## config.mk

```make
export PLATFORM = sky130hd
export DESIGN_NAME = reorder_buffer
export DESIGN_NICKNAME = d
export VERILOG_FILES = /design/src/rtl/reorder_buffer.sv
export SDC_FILE = /design/constraint.sdc
export NUM_CORES = 2
export LEC_CHECK = 0
export CAP_MARGIN = 20
export CORE_MARGIN = 2
export CORE_UTILIZATION = 54
export CTS_BUF_LIST = sky130_fd_sc_hd__clkbuf_16
export DETAILED_ROUTE_END_ITERATION = 10
export GPL_TIMING_DRIVEN = 1
export PLACE_DENSITY = 0.76
export SYNTH_ARGS = -nofsm -noshare
export SYNTH_HDL_FRONTEND = slang
export SYNTH_SLANG_ARGS = --single-unit
```

## constraint.sdc

```tcl
create_clock -name clk -period 9.4 [get_ports clk]
set_clock_uncertainty 0.05 [all_clocks]
set_input_delay 1.41 -clock clk [delete_from_list [all_inputs] [get_ports clk]]
set_output_delay 1.41 -clock clk [all_outputs]
set_load 0.02 [all_outputs]
```

## src/rtl/reorder_buffer.sv

```systemverilog
`default_nettype none
// ============================================================================
// reorder_buffer : two-wide in-order retirement buffer with tag writeback
//                  and branch squash of younger entries.
// Revision       : 1.0
// ============================================================================
module reorder_buffer #(
    parameter int DEPTH = 16,
    parameter int TAG_W = 4
) (
    input  logic                  clk,
    input  logic                  rst_n,
    input  logic [1:0]            disp_valid,
    input  logic [1:0][4:0]       disp_rd,
    output logic                  disp_ready,
    output logic [1:0][TAG_W-1:0] disp_tag,
    input  logic [1:0]            wb_valid,
    input  logic [1:0][TAG_W-1:0] wb_tag,
    input  logic [1:0][31:0]      wb_data,
    input  logic                  flush_valid,
    input  logic [TAG_W-1:0]      flush_tag,
    output logic [1:0]            commit_valid,
    output logic [1:0][4:0]       commit_rd,
    output logic [1:0][31:0]      commit_data,
    output logic [TAG_W:0]        count
);

    localparam logic [1:0] S_FREE   = 2'd0;
    localparam logic [1:0] S_ISSUED = 2'd1;
    localparam logic [1:0] S_DONE   = 2'd2;

    logic [1:0]     r_state [DEPTH];
    logic [4:0]     r_rd    [DEPTH];
    logic [31:0]    r_data  [DEPTH];
    logic [TAG_W:0] r_head;
    logic [TAG_W:0] r_tail;

    logic [TAG_W-1:0] w_h0, w_h1, w_t0, w_t1, w_flush_off;
    logic [TAG_W:0]   w_count, w_n_commit, w_n_disp, w_flush_keep;
    logic             w_flush_ok, w_do_disp;
    logic [DEPTH-1:0] w_squash, w_wb0, w_wb1;

    always_comb begin
        w_h0    = r_head[TAG_W-1:0];
        w_h1    = w_h0 + TAG_W'(1);
        w_t0    = r_tail[TAG_W-1:0];
        w_t1    = w_t0 + TAG_W'(1);
        w_count = r_tail - r_head;

        commit_valid[0] = (r_state[w_h0] == S_DONE);
        commit_valid[1] = commit_valid[0] && (r_state[w_h1] == S_DONE);
        w_n_commit      = (TAG_W+1)'(commit_valid[0]) + (TAG_W+1)'(commit_valid[1]);
        commit_rd[0]    = commit_valid[0] ? r_rd[w_h0]   : 5'd0;
        commit_rd[1]    = commit_valid[1] ? r_rd[w_h1]   : 5'd0;
        commit_data[0]  = commit_valid[0] ? r_data[w_h0] : 32'd0;
        commit_data[1]  = commit_valid[1] ? r_data[w_h1] : 32'd0;

        // Entries retiring this cycle are not yet counted as free.
        disp_ready  = (w_count <= (TAG_W+1)'(DEPTH - 2));
        disp_tag[0] = w_t0;
        disp_tag[1] = w_t1;

        w_flush_off  = flush_tag - w_h0;
        w_flush_ok   = flush_valid && ({1'b0, w_flush_off} < w_count);
        w_flush_keep = {1'b0, w_flush_off} + (TAG_W+1)'(1);
        // Never pull the tail behind entries that retire in the same cycle.
        if (w_flush_keep < w_n_commit) begin
            w_flush_keep = w_n_commit;
        end

        w_do_disp = disp_ready && disp_valid[0] && !w_flush_ok;
        w_n_disp  = !w_do_disp    ? (TAG_W+1)'(0) :
                    disp_valid[1] ? (TAG_W+1)'(2) : (TAG_W+1)'(1);

        for (int i = 0; i < DEPTH; i++) begin
            w_squash[i] = w_flush_ok
                       && ((TAG_W'(i) - w_h0) > w_flush_off)
                       && ({1'b0, TAG_W'(i) - w_h0} < w_count);
            w_wb0[i]    = wb_valid[0] && (wb_tag[0] == TAG_W'(i))
                       && (r_state[i] == S_ISSUED) && !w_squash[i];
            w_wb1[i]    = wb_valid[1] && (wb_tag[1] == TAG_W'(i))
                       && (r_state[i] == S_ISSUED) && !w_squash[i];
        end

        count = w_count;
    end

    always_ff @(posedge clk) begin
        if (!rst_n) begin
            r_head <= '0;
            r_tail <= '0;
            for (int i = 0; i < DEPTH; i++) begin
                r_state[i] <= S_FREE;
                r_rd[i]    <= 5'd0;
                r_data[i]  <= 32'd0;
            end
        end else begin
            r_head <= r_head + w_n_commit;
            r_tail <= w_flush_ok ? (r_head + w_flush_keep) : (r_tail + w_n_disp);
            for (int i = 0; i < DEPTH; i++) begin
                if (w_squash[i]
                    || (commit_valid[0] && (TAG_W'(i) == w_h0))
                    || (commit_valid[1] && (TAG_W'(i) == w_h1))) begin
                    r_state[i] <= S_FREE;
                end else if (w_do_disp && (TAG_W'(i) == w_t0)) begin
                    r_state[i] <= S_ISSUED;
                    r_rd[i]    <= disp_rd[0];
                end else if (w_do_disp && disp_valid[1] && (TAG_W'(i) == w_t1)) begin
                    r_state[i] <= S_ISSUED;
                    r_rd[i]    <= disp_rd[1];
                end else if (w_wb1[i]) begin
                    r_state[i] <= S_DONE;
                    r_data[i]  <= wb_data[1];
                end else if (w_wb0[i]) begin
                    r_state[i] <= S_DONE;
                    r_data[i]  <= wb_data[0];
                end
            end
        end
    end

endmodule
`default_nettype wire

```

Word-level counts from Yosys, hierarchy flattened
Memories as Yosys holds them, arrays and structs flattened. A register that Yosys moved wholly into a read port is not among the register bits.
Cells that the tools add are included.
{"block": "totals", "input_bits": 93, "word_cells": 1125, "output_inout_bits": 90, "ff_bits": 10, "ram_bits": 624, "memories": 3}
{"name": "r_data", "words": 16, "width": 32, "read_ports": 2, "rd_ports_with_merged_regs": 1, "wr": 16, "line_no": "34", "source": "logic [31:0] r_data [DEPTH];"}
{"name": "r_rd", "words": 16, "width": 5, "read_ports": 2, "rd_ports_with_merged_regs": 1, "wr": 16, "line_no": "33", "source": "logic [4:0] r_rd [DEPTH];"}
{"name": "r_state", "words": 16, "width": 2, "read_ports": 18, "rd_ports_with_merged_regs": 1, "wr": 16, "line_no": "32", "source": "logic [1:0] r_state [DEPTH];"}
{"block": "classes", "addsub": 25, "muxes": 556, "order_cmp": 35, "reduce_logical": 252, "bitwise": 144, "eq_ne": 108}
{"op": "two-way mux 32 bit", "count": 34}
{"op": "two-way mux 1 bit", "count": 401}
{"op": "logical AND 1 bit", "count": 197}
{"op": "two-way mux 5 bit", "count": 36}
{"op": "two-way mux 2 bit", "count": 82}
{"op": "bitwise OR 1 bit", "count": 144}
{"op": "== test 4 bit (first input constant)", "count": 32}
{"op": "< comparator 4 x 5 -> 1 bit", "count": 17}
{"op": "== test 3 x 4 -> 1 bit (first input constant)", "count": 16}
{"op": "== test 4 bit (second input constant)", "count": 16}
{"op": "> comparator 4 bit", "count": 16}
{"op": "== test 2 x 1 -> 1 bit (second input constant)", "count": 16}
{"op": "== test 2 x 4 -> 1 bit (first input constant)", "count": 8}
{"op": "== test 4 x 3 -> 1 bit (second input constant)", "count": 8}
{"op": "logical OR 1 bit", "count": 32}
{"op": "subtractor 4 bit (first input constant)", "count": 8}
{"op": "logical NOT 4 bit", "count": 6}
{"op": "logical NOT 1 bit", "count": 17}
{"op": "== test 1 x 4 -> 1 bit (first input constant)", "count": 4}
{"op": "== test 4 x 2 -> 1 bit (second input constant)", "count": 4}
{"op": "subtractor 3 x 4 -> 4 bit (first input constant)", "count": 4}
{"op": "two-way mux 4 bit", "count": 3}
{"op": "adder 5 x 2 -> 5 bit", "count": 2}
{"op": "adder 4 x 1 -> 4 bit (second input constant)", "count": 2}
{"op": "11 further kinds", "count": 15}

Longest topological paths before layout
{"block": "logic_depth", "ltp_word": 15, "depth_mapped": 22, "ltp_nobuf": 20}

Worst setup path before layout
No wires, ideal clock.
{"block": "synth_timing", "path_kind": "input port to flip-flop", "start": "in flush_tag[0]", "end": "mem r_data[13][0] (enable)", "setup_time_ns": 0.466, "path_slack_ns": 2.478, "t_arrival_ns": 6.407, "cell_stages": 14, "n_path_buf": 0, "t_required_ns": 8.884, "cell_sequence": "inv_1 -> ha_1 -> inv_1 -> fa_1 -> xor2_1 -> inv_1 -> ha_1 -> inv_1 -> o32a_1 -> maj3_1 -> o21ai_0 -> o31a_1 -> nand2_1 -> o21ai_0"}
{"item": "start, declared", "line_no": "21", "source": "input logic [TAG_W-1:0] flush_tag,"}
{"item": "end, declared", "line_no": "34"}

==> out/qor.csv <==
metric,value,unit
drtIter0Drc,5958,
cts_buffers,72,
yosysSeqAreaShare,0.457,
finalHoldViolations,0,
required,7.94,ns
grt_overflow,0,
vdd_ir_drop_max,0.172,mV
worstMarginPinSlew,1.25,ns
synth-seq-cells,634,
nets,3670,
die_h,281,µm
vias_per_cell,7.38,
place_congestion,0.978,
cts_tree,done,
cts_htree_levels,3,
grt_max_degree,147,
worstPathArrival,5.93,ns
drv_cap,0,
net-switching-power,4110,µW
path_clk_slew,0.07,ns
min_period_over_period,0.786,
antenna_found_initial,8,
syn_to_final_growth,13.0,%
p_seq_frac,0.324,
pin_count,183,
post-route-min-period,7.39,ns
status,finished clean,
design_area,0.0469,mm²
wl_per_cell,32.5,µm
die_w,281,µm
rsz0062_at_grt,false,
cp-start-kind,register,
synth_cells,3506,
grt_pass1_vias,32819,
dp_hpwl,93100,µm
route.detailed.drc,0,
synth_cell_types,90,
maxSlewViolCount,0,
instances_no_fill,4606,
worstSetupPathType,reg2out,
yosys_warnings,0,
syn_area,0.0415,mm²
synth-main-ff-cell,edfxtp_1,
finalWirelength,150000,µm
drive_gt1_frac,0.185,
tns,0,ns
core,0.0759,mm²
cts_buffer_depth,3,
synth.avg_cell_area,11.8,µm²
p_comb_frac,0.399,
rr_worst_depth,18,
dr.pass1.iters,9,
syn_nets,3666,
dpl-instance-area,0.0443,mm²
final_cell_mix,"624 x edfxtp_1, 472 x nand2_1, 337 x mux4_2",
vias,33986,
relSlewSlack,0.169,
finalSetupViolCount,0,
async_reset_ff_frac,0,
finalCoreUtilization,0.617,
final_antenna_net_count,0,
crit_path_max_fanout,42,
hold_slack,0.536,ns
place_inst,4462,
clock_latency,0.64,ns
power.internal,6840,µW
cts-resized-gates,0,
grt_use_total,0.378,
dieArea,0.0790,mm²
netSwitchingFraction,0.375,
cts_setup_buffers,0,
hold_path_depth,2,
clock-sinks,634,
portBuffers,182,
grt_pass1_wl,218000,µm
hold_class,reg2reg,
root_buffer,clkbuf_16,
ctsHoldBuffers,0,
p_leak,0.0174,µW
fillers,5704,
layout_commonest_cell,edfxtp_1,
synth-edff-count,624,
initial_core_util,0.546,
max_freq,135,MHz
pwr_density_cell,234,mW/mm²
cp-end-kind,output port,
rows,101,
power_frac_clock,0.277,
[power by group through the flow]
| stage | logic, µW | clock network, µW | registers [µW] |
|---|---|---|---|
| CTS | 4250 | 3020 | 3530 |
| global placement | 4180 | 0 | 3580 |
| global route | 4580 | 3130 | 3560 |
| finish | 4360 | 3030 | 3550 |
| floorplan | 2930 | 0 | 3490 |
| detailed placement | 4230 | 0 | 3590 |
[state kept, by name, indices dropped and copies added (netlist names)]
name     cells
r_data     512
r_tail       5
r_head       5
r_rd        80
r_state     32
[layer usage]
layer | GRT usage | wire length [µm]
met4 | 0.195 | 9470
met2 | 0.569 | 66300
met1 | 0.495 | 49800
met3 | 0.116 | 24200
met5 | 0.00438 | 62
[kinds of logic after synthesis]
family | Yosys count | synth area share
AO/OA/AOI/OAI | 540 | 0.0895
adder cells (fa/ha/maj) | 90 | 0.0269
XOR/XNOR | 32 | 0.00694
AND/OR/NAND/NOR | 1229 | 0.136
multiplexers | 594 | 0.246
flip-flops | 634 | 0.457
buffers and inverters | 387 | 0.0374
[cell usage after synthesis, types with 7 or more instances]
cell / count / area, µm²
mux4_2: 337 / 7590
xnor2_1: 23 / 201
a21oi_1: 141 / 706
nand2b_1: 32 / 200
and3_1: 84 / 526
buf_2: 34 / 170
o221a_2: 10 / 113
nand4_1: 17 / 106
inv_1: 45 / 169
maj3_1: 23 / 230
a31oi_1: 11 / 68.8
nor2b_1: 20 / 125
nor4_1: 15 / 93.8
or3_1: 10 / 62.6
o21ai_0: 47 / 235
and2_1: 42 / 263
dfxtp_1: 10 / 200
or4_1: 12 / 90.1
nor3_1: 38 / 190
edfxtp_1: 624 / 18700
nand3b_1: 14 / 105
buf_4: 8 / 60.1
nand3_1: 109 / 546
buf_1: 42 / 158
nor3b_1: 7 / 52.6
mux2i_1: 229 / 2290
a22oi_1: 210 / 1580
clkbuf_1: 246 / 923
a22o_1: 27 / 236
nand2_1: 476 / 1790
a21o_1: 17 / 128
mux2_2: 26 / 293
o21a_1: 9 / 67.6
xor2_1: 8 / 70.1
ha_1: 61 / 763
nor2_1: 316 / 1190
[worst max-delay path: stages (launching register included)]
cell	delay, ns
dfxtp_4	0.45
inv_1	0.68
mux4_2	0.43
o2bb2a_2	1.08
nand2_2	0.44
nor2_4	0.66
buf_4	0.50
and3_1	0.35
clkdlybuf4s50_1	0.65
[final cells by class]
cell class,instances,area (µm²),share of cell area
inverters,53,203,0.00432
well taps,1030,1290,0.0275
diodes,7,17.5,0.000374
multi-input cells,2485,21400,0.456
flip-flops and latches,634,18900,0.404
clock buffers,73,1830,0.0390
clock inverters,60,686,0.0146
repair buffers,264,2520,0.0537
[worst paths after layout]
check | to | from | slack (ns)
min reg2reg | r_head[4] | r_head[4] | 0.54
max | commit_data[33] | r_head[1] | 2.01
max reg2reg | r_tail[4] | r_head[1] | 2.44
min | r_head[4] | r_head[4] | 0.54
[per-stage QoR]
stage,total power (µW),setup slack (ns)
after floorplan,6430,2.48
after global placement,7750,2.46
after detailed placement,7810,2.35
after CTS,10800,2.09
after global routing,11300,1.84
final,10900,2.01
Note: power is estimated with default switching activity, not from simulation.
